$ cat src/rtl/vga_scanout.sv
// VGA 640x480@60 scanout engine: pixel-enable timing, 2x2-replicated frame-buffer
// address generation and RGB565-to-444 conversion with aligned sync outputs.
module vga_scanout #(
  parameter int H_VISIBLE = 640,
  parameter int H_FRONT   = 16,
  parameter int H_SYNC    = 96,
  parameter int H_BACK    = 48,
  parameter int V_VISIBLE = 480,
  parameter int V_FRONT   = 10,
  parameter int V_SYNC    = 2,
  parameter int V_BACK    = 33,
  parameter int FB_WIDTH  = 320,
  parameter int CLK_DIV   = 4
) (
  input  logic        clk,
  input  logic        rst,
  output logic [16:0] fb_addr,
  input  logic [15:0] fb_rdata,
  output logic [3:0]  vga_r,
  output logic [3:0]  vga_g,
  output logic [3:0]  vga_b,
  output logic        hsync,
  output logic        vsync,
  output logic        frame_start,
  output logic        active
);

  localparam int DIV_W = (CLK_DIV > 1) ? $clog2(CLK_DIV) : 1;
  localparam logic [DIV_W-1:0] DIV_LAST = DIV_W'(CLK_DIV - 1);
  localparam logic [9:0] H_VIS  = 10'(H_VISIBLE);
  localparam logic [9:0] V_VIS  = 10'(V_VISIBLE);
  localparam logic [9:0] H_LAST = 10'(H_VISIBLE + H_FRONT + H_SYNC + H_BACK - 1);
  localparam logic [9:0] V_LAST = 10'(V_VISIBLE + V_FRONT + V_SYNC + V_BACK - 1);
  localparam logic [9:0] H_SS   = 10'(H_VISIBLE + H_FRONT);
  localparam logic [9:0] H_SE   = 10'(H_VISIBLE + H_FRONT + H_SYNC - 1);
  localparam logic [9:0] V_SS   = 10'(V_VISIBLE + V_FRONT);
  localparam logic [9:0] V_SE   = 10'(V_VISIBLE + V_FRONT + V_SYNC - 1);

  logic [DIV_W-1:0] div_q, div_d;
  logic [9:0]       h_q, h_d, v_q, v_d;
  logic [16:0]      addr_q, addr_d;
  logic [3:0]       r_q, g_q, b_q;
  logic             hs_q, vs_q, fs_q, act_q;
  logic             tick, visible;

  // Row base address; the default 320-wide buffer uses a shift-add instead of a multiplier.
  function automatic logic [16:0] row_base(input logic [8:0] y);
    logic [16:0] yy;
    yy = {8'b0, y};
    if (FB_WIDTH == 320) return (yy << 8) + (yy << 6);
    else                 return 17'(32'(y) * FB_WIDTH);
  endfunction

  function automatic logic [11:0] rgb565_to_444(input logic [15:0] px);
    return {px[15:12], px[10:7], px[4:1]};
  endfunction

  assign tick    = (div_q == DIV_LAST);
  assign visible = (h_q < H_VIS) && (v_q < V_VIS);

  always_comb begin
    div_d  = tick ? '0 : div_q + 1'b1;
    h_d    = h_q;
    v_d    = v_q;
    addr_d = addr_q;
    if (tick) begin
      if (h_q == H_LAST) begin
        h_d = '0;
        v_d = (v_q == V_LAST) ? '0 : v_q + 1'b1;
      end else begin
        h_d = h_q + 1'b1;
      end
    end
    // Fetch at the start of the pixel period so the RAM answer settles before the tick.
    if (div_q == '0 && visible)
      addr_d = row_base(v_q[9:1]) + {8'b0, h_q[9:1]};
  end

  always_ff @(posedge clk) begin
    if (rst) begin
      div_q  <= '0;
      h_q    <= '0;
      v_q    <= '0;
      addr_q <= '0;
      r_q    <= '0;
      g_q    <= '0;
      b_q    <= '0;
      hs_q   <= 1'b1;
      vs_q   <= 1'b1;
      fs_q   <= 1'b0;
      act_q  <= 1'b0;
    end else begin
      div_q  <= div_d;
      h_q    <= h_d;
      v_q    <= v_d;
      addr_q <= addr_d;
      fs_q   <= tick && (h_q == '0) && (v_q == '0);
      if (tick) begin
        {r_q, g_q, b_q} <= visible ? rgb565_to_444(fb_rdata) : 12'h000;
        hs_q  <= !((h_q >= H_SS) && (h_q <= H_SE));
        vs_q  <= !((v_q >= V_SS) && (v_q <= V_SE));
        act_q <= visible;
      end
    end
  end

  assign fb_addr     = addr_q;
  assign vga_r       = r_q;
  assign vga_g       = g_q;
  assign vga_b       = b_q;
  assign hsync       = hs_q;
  assign vsync       = vs_q;
  assign frame_start = fs_q;
  assign active      = act_q;

endmodule

$ cat config.mk
export PLATFORM = sky130hd
export DESIGN_NAME = vga_scanout
export DESIGN_NICKNAME = d
export VERILOG_FILES = /design/src/rtl/vga_scanout.sv
export SDC_FILE = /design/constraint.sdc
export NUM_CORES = 1
export LEC_CHECK = 0
export ABC_AREA = 1
export CAP_MARGIN = 10
export CORE_ASPECT_RATIO = 0.6
export CORE_MARGIN = 4
export CORE_UTILIZATION = 53
export DETAILED_ROUTE_END_ITERATION = 10
export PLACE_DENSITY = 0.8
export SLEW_MARGIN = 40
export SYNTH_ARGS = -nofsm -noshare
export SYNTH_HDL_FRONTEND = slang
export SYNTH_SLANG_ARGS = --single-unit
export TNS_END_PERCENT = 30
$ cat constraint.sdc
create_clock -name clk -period 2.2 [get_ports clk]
set_input_delay 0.55 -clock clk [delete_from_list [all_inputs] [get_ports clk]]
set_output_delay 0.55 -clock clk [all_outputs]
set_load 0.05 [all_outputs]
==> results of run 1 <==
==> worst min-delay path by stage <==
stage / from / endpoint / slack (ps)
floorplan: div_q[0] / div_q[0] / 420
detailed placement: vga_g[2] / vga_g[2] / 440
global placement: div_q[0] / div_q[0] / 430
CTS: vga_g[2] / vga_g[2] / 460
finish: vga_g[2] / vga_g[2] / 460
global route: vga_g[2] / vga_g[2] / 490
==> per-stage QoR <==
step,TNS [ps],util [%],hold WS [ps]
3_5_place_dp,-0.2638,68.55,438.2
3_3_place_gp,0,68.55,430.3
4_1_cts,0,70.57,456.9
5_1_grt,-36.59,71.69,485.9
6_report,0,71.69,455.0
2_1_floorplan,0,-,417.3
==> area by class of cell <==
class | count | area share, %
multi-input cells | 302 | 44.14
flip-flops and latches | 55 | 29.46
repair buffers | 62 | 15.74
inverters | 56 | 5.712
clock buffers | 7 | 2.557
well taps | 66 | 2.192
clock inverters | 1 | 0.1993
==> sequential cells by signal, summed over array words and instances (netlist names) <==
signal	flops
fb_addr	17
h_q	10
v_q	10
vga_b	4
vga_g	4
vga_r	4
div_q	2
active	1
frame_start	1
hsync	1
vsync	1
==> critical path, stage by stage (launching register included) <==
cell	delay, ps
dfxtp_4	390
ha_1	180
inv_1	60
fa_1	400
o21ai_1	140
nand2_1	100
nor2_2	110
nand3_1	110
nor2_2	170
or2_2	140
nand3_1	70
nand2_1	60
inv_1	30
==> metal layers <==
metal	wire, um	vias to the layer above	GRT usage [%]	part of all wire [%]
met5	0	-	0	0
met4	110	0	7.038	1.4
met3	584	13	5.951	7.3
met2	3338	97	35.70	42
met1	3952	1373	32.86	49
li1	-	1501	-	-
==> repair_timing <==
item,4_1_cts,5_1_grt
pin swaps,0,3
buffers inserted,0,1
gates resized for setup,1,16
setup endpoints to repair,1,5
==> kinds of logic after synthesis <==
kind of cell	after synthesis	synth area share (%)
adders and majority gates	18	8.007
and+or+nand+nor	222	33.44
DFF	55	36.70
xor gates and xnor gates	9	2.627
buffers and inverters	66	9.383
AOI/OAI and AO/OA	53	9.842
==> power groups by stage <==
stage | logic [mW] | registers, mW | clock network (mW)
after floorplan | 0.133 | 1.23 | 0
after global placement | 0.411 | 1.09 | 0
after detailed placement | 0.419 | 1.09 | 0
after CTS | 0.420 | 1.07 | 0.627
after global routing | 0.449 | 1.07 | 0.675
final | 0.421 | 1.07 | 0.620
==> cell usage in the layout (no fill, tap or decap), types with 3 or more instances in the layout <==
cell type and instances:
nand2_1 111, inv_1 52, dfxtp_1 50, clkdlybuf4s50_1 46, nand3_1 40, nor2_1 31
a21oi_1 29, buf_4 15, ha_1 14, nor3_1 11, o21ai_0 9, xor2_1 7
clkbuf_8 7, o21ai_1 6, nor2_2 4, nand4_1 4, dfxtp_2 4, inv_2 3
nand2_2 3, o21a_1 3, nor4_1 3
==> flow_metrics.tcl, run 1 <==
set metrics [dict create \
    outcome "finished clean" \
    total_routed_length_mm 7.986 \
    fraction_of_post_synthesis_cell_area_in_the_top_cell_type_by_area_pct 36.70 \
    reported_net_switching_power_mw 0.6296 \
    port_buffers 46 \
    wire_per_inst_um 14.55 \
    number_of_remaining_drc_errors 0 \
    remaining_overflow_grt 0 \
    finalClockSkew_ps 7.172 \
    cts_bufs_inserted 5 \
    synth_area_sq_um 3000 \
    synth.area.top_cells "dfxtp_1, nand2_1, ha_1" \
    final-seq-area_sq_um 1110 \
    grt_antenna_before_repair 0 \
    crit_path_end_kind "register" \
    gp_congestion 1.008 \
    synth_cell_type_count 40 \
    synth_flop_cell "dfxtp_1" \
    tritoncts_clock_tree "built" \
    worstSetupPathType "reg2reg" \
    yosysMostFrequentCell "nand2_1" \
    final_cell_area_sq_um 3767 \
    die_w_um 105.1 \
    antenna_cells 0 \
    dieHeight_um 66.28 \
    part_of_the_total_power_dissipated_in_combinational_logic_pct 20.0 \
    final_net_count 518 \
    synth.top_cells.by_count "nand2_1, dfxtp_1, inv_1, nand3_1, nor2_1" \
    r2r-end "fb_addr[14]" \
    effective_utilization_at_floorplan_pct 57.10 \
    critical_path.max_fanout 4 \
    synthToLayoutAreaGrowth_pct 25.56 \
    synthDominantAreaCellType "dfxtp_1" \
    clkTransAtPathRegs_ps 100 \
    ioPinCount 51 \
    reg2regPathDepth 12 \
    whs_path_depth 2 \
    grt_start_max_net_pins 22 \
    number_of_vias_after_detailed_routing 2984 \
    crit-reg2reg-launch "v_q[1]" \
    power_density_nw_per_um2 559.8 \
    synth_edf_count 0 \
    hold_class "reg2reg" \
    postSynthRegisterBits 55 \
    tightestPinTransition_ps 574.8 \
    netSwitchingFraction_pct 29.85 \
    multi_input_area_sq_um 1663 \
    drv_slew 0 \
    drt_iter0_drcs 148 \
    synth-warning-count 0 \
    route.detailed.vias_per_inst 5.435 \
    global_route_wire_length_before_repair_mm 13.14 \
    ys_async_sr_fraction_pct 0 \
    final_min_period_ps 2069 \
    slew_headroom_pct 61.39 \
    insertion_delay_ps 310 \
    number_of_global_route_vias_before_repair 2742 \
    part_of_the_power_in_the_clock_network_pct 29.4 \
    required_time_of_the_worst_setup_path_ps 2420 \
    final-instance-count-excl-fill 549 \
    clock-root-buffer "clkbuf_8" \
    nFillCells 441 \
    signal_arrival_time_at_the_worst_endpoint_ps 2290 \
    drtPass1Iterations 4 \
    placeableCoreArea_sq_um 5255 \
    p_int_mw 1.479 \
    timing.reg2reg.setup_slack_ps 130 \
    report.final.hold_viol_count 0 \
    placement_row_count 20 \
    netlist_instances 423 \
    number_of_nets_produced_by_synthesis 459 \
    final.setup.worst_slack_ps 131.2 \
    crit_end "fb_addr[14]" \
    fmaxAchievable_mhz 483.4 \
    die-area_sq_um 6968 \
    yosysSeqAreaShare_pct 36.70 \
    placed_cells_incl_taps 540 \
    timing.final.setup_violations 0 \
    global_route.usage.total_pct 23.51 \
    totalPowerFinal_mw 2.109 \
    detail-route-antenna-nets 0 \
    cts-hold-fix-buffers 0 \
    postPlaceCellArea_sq_um 3602 \
    cts.sinks 55 \
    pre_cts_slack_ps -0.2638 \
    cp-startpoint "v_q[1]" \
    cts_htree_levels 2 \
    drv.max_cap_violation_count 0 \
    postSynthAreaPerCell_sq_um 7.093 \
    timing.final.crit_share_pct 94.04 \
    dp_hpwl_mm 6.193 \
    drive_gt1_share_pct 10.14 \
    peakVddDrop_mv 0.3828 \
    seq_power_share_pct 50.7 \
    maximum_count_of_clock_buffers_along_a_single_path 2 \
    critical_path.startpoint_type "register" \
    leakagePower_nw 1.643 \
]
(Power assumes the default switching activity.)
==> inputs of run 2 (changes only) <==
- ABC_AREA: 1 -> not set
- CORE_UTILIZATION: 53 -> 52
==> run 2 against run 1 <==
Compared with the run above:
- the run now ends with negative setup slack left
- sequential power hardly changed
- maximum frequency fell by 9.9%
- area after synthesis is 9.3% lower
- critical endpoint is now fb_addr[16]
- non-clock buffer count up 21
- wire length is 16% lower
- combinational power decreased by 24%
- cell count decreased by 19%
- clock power is 8.1% higher
==> flow_metrics.tcl, run 2 <==
set metrics [dict create \
    outcome "finished, violations left" \
    violated_checks "negative setup slack" \
    slowest_library_cell_on_the_worst_path "dfxtp_4" \
    finalClockSkew_ps 9.600 \
    grt_antenna_before_repair 0 \
    postSynthRegisterBits 55 \
    number_of_remaining_drc_errors 0 \
    critical_path.startpoint_type "register" \
    global_route_wire_length_before_repair_mm 10.85 \
    final_net_count 412 \
    cts_htree_levels 2 \
    cts-hold-fix-buffers 0 \
    synth_edf_count 0 \
    rsz0062_at_grt "true" \
    maximum_count_of_clock_buffers_along_a_single_path 2 \
    drive_gt1_share_pct 20.21 \
    whs_path_depth 2 \
    timing.final.setup_violations 5 \
    reg2regPathDepth 9 \
    final-instance-count-excl-fill 442 \
    worstHoldStart "fb_addr[8]" \
    clkTransAtPathRegs_ps 100 \
    remaining_overflow_grt 0 \
    hold-path-endpoint "fb_addr[8]" \
    number_of_vias_after_detailed_routing 2434 \
    route.detailed.vias_per_inst 5.507 \
    ys_async_sr_fraction_pct 0 \
    synthToLayoutAreaGrowth_pct 37.27 \
    postSynthAreaPerCell_sq_um 9.075 \
    crit_top_cell "buf_4" \
    slew_headroom_pct 63.46 \
    global_route.usage.total_pct 20.90 \
    timing.final.crit_share_pct 104.4 \
    synth-warning-count 0 \
    drv_slew 0 \
    drv.max_cap_violation_count 0 \
    final_min_period_ps 2297 \
    gp_congestion 0.9060 \
    final.setup.worst_slack_ps -96.96 \
    synthDominantAreaCellType "dfxtp_1" \
    yosysSeqAreaShare_pct 40.44 \
    wire_per_inst_um 15.11 \
    drt_iter0_drcs 113 \
    detail-route-antenna-nets 0 \
    synth_cell_type_count 50 \
    die_w_um 101.4 \
    cp_cell_sequence "buf_4, ha_1, buf_4, nor2_1, nor3b_2, nor4_4, nand3_4, o311a_1, nor3_2" \
    cts.sinks 55 \
    tightestPinTransition_ps 547.5 \
    cts_bufs_inserted 5 \
    number_of_global_route_vias_before_repair 2291 \
    dieHeight_um 64.05 \
    r2r-end "fb_addr[16]" \
    crit_path_end_kind "register" \
    number_of_nets_produced_by_synthesis 336 \
    pre_cts_slack_ps -57.65 \
    required_time_of_the_worst_setup_path_ps 2450 \
    cpPeakStageDelay_ps 370 \
    final_core_util_pct 73.94 \
    fraction_of_post_synthesis_cell_area_in_the_top_cell_type_by_area_pct 40.44 \
    effective_utilization_at_floorplan_pct 53.86 \
    max_ffs_per_register 17 \
    grt_start_max_net_pins 31 \
    placement_row_count 20 \
    ioPinCount 51 \
    insertion_delay_ps 310 \
    signal_arrival_time_at_the_worst_endpoint_ps 2540 \
    clock-root-buffer "clkbuf_8" \
    placeableCoreArea_sq_um 5055 \
    fmaxAchievable_mhz 435.4 \
    total_routed_length_mm 6.677 \
    report.final.hold_viol_count 0 \
    synth.top_cells.by_count "dfxtp_1, nor2_1, nand2_1, a21oi_1, ha_1" \
    timing.reg2reg.setup_slack_ps -100 \
    antenna_cells 0 \
    final_common_cell "dfxtp_1" \
    peakVddDrop_mv 0.3578 \
    placed_cells_incl_taps 428 \
    synth_area_sq_um 2723 \
    dp_hpwl_mm 4.767 \
    hold_class "reg2reg" \
    drtPass1Iterations 4 \
    synth.area.top_cells "dfxtp_1, ha_1, xnor2_1" \
    critical_path.max_fanout 3 \
    leakagePower_nw 1.436 \
    synth_flop_cell "dfxtp_1" \
    most-common-layout-cells "dfxtp_1, clkdlybuf4s50_1, buf_4" \
    die-area_sq_um 6496 \
    power_density_nw_per_um2 545.7 \
    whs_ps 454.6 \
    worstSetupPathType "reg2reg" \
    netlist_instances 300 \
    port_buffers 46 \
    tritoncts_clock_tree "built" \
    crit-reg2reg-launch "v_q[3]" \
    yosysMostFrequentCell "dfxtp_1" \
]
## run 2: cell types whose count changed after synthesis, moves of 4 or more
cell      change
a22o_1       +11
inv_1        -38
or3_1         +4
nand3_1      -34
o21ai_0       -5
a21oi_1      -12
o21ai_1       -5
a211oi_1      +7
nor2_1        -5
xnor2_1      +12
nand2_1      -87
clkbuf_1      +5
xor2_1        +5
## run 2: area by class of cell
class / instances / area [sq um]
multi-input cells: 217 / 1647
fillers: 371 / 1318
flip-flops and latches: 55 / 1112
repair buffers: 83 / 738.2
well taps: 66 / 82.58
clock buffers: 5 / 68.82
inverters: 14 / 52.55
clock inverters: 2 / 36.28
## run 2: worst max path at each step
stage	from	endpoint	depth (start not counted)
finish	v_q[3]	fb_addr[16]	9
global route	v_q[3]	fb_addr[15]	9
CTS	v_q[1]	fb_addr[15]	9
detailed placement	v_q[3]	fb_addr[16]	10
global placement	v_q[3]	fb_addr[15]	8
floorplan	v_q[1]	fb_addr[15]	9
## run 2: stage by stage
step           TNS [ps]  instance area (sq um)  power [mW]
6_report         -305.2                   3737       2.039
5_1_grt          -896.8                   3737       2.120
4_1_cts               0                   3560       2.040
3_5_place_dp     -127.0                   3441       1.392
3_3_place_gp          0                   3441       1.384
2_1_floorplan         0                   2730       1.276
## run 2: timing repair
action | in CTS | in global routing
endpoints found under the setup margin | 4 | 5
gates cloned | 0 | 0
hold endpoints to repair | 0 | 0
pin swaps | 1 | 14
buffers inserted | 0 | 7
gates resized for setup | 4 | 23
## run 2: metal layers
layer  global-route usage (%)  wire length (um)  vias up  share of wire [%]
li1                         -                 -     1217                  -
met1                    31.28              3398     1153                 51
met2                    30.54              2888       55                 43
met3                    4.580               333        9                5.0
met4                    4.643                56        0               0.84
met5                        0                 0        -                  0
## run 2: logic make-up (layout without fill, tap and decap cells)
kind of cell    after synthesis  in the layout  share of synthesized area [%]
xor+xnor                     26             26                          8.364
compound gates               59             59                          15.63
mux                           2              2                         0.7353
fa+ha+maj                    18             18                          8.824
flops                        55             55                          40.44
buf+inv                      28            104                          4.044
simple gates                112            112                          21.97
## run 2: power by group
group | switching [mW] | total, mW | internal [mW]
Sequential | 0.0203 | 1.05 | 1.03
Combinational | 0.205 | 0.322 | 0.117
Clock | 0.336 | 0.670 | 0.334
## run 2: worst max-delay path, delay by kind of cell (launching register included)
family / cells / cell delay, ps
compound gates: 1 / 370
buf+inv: 2 / 290
flops: 1 / 370
simple gates: 5 / 900
fa+ha+maj: 1 / 310
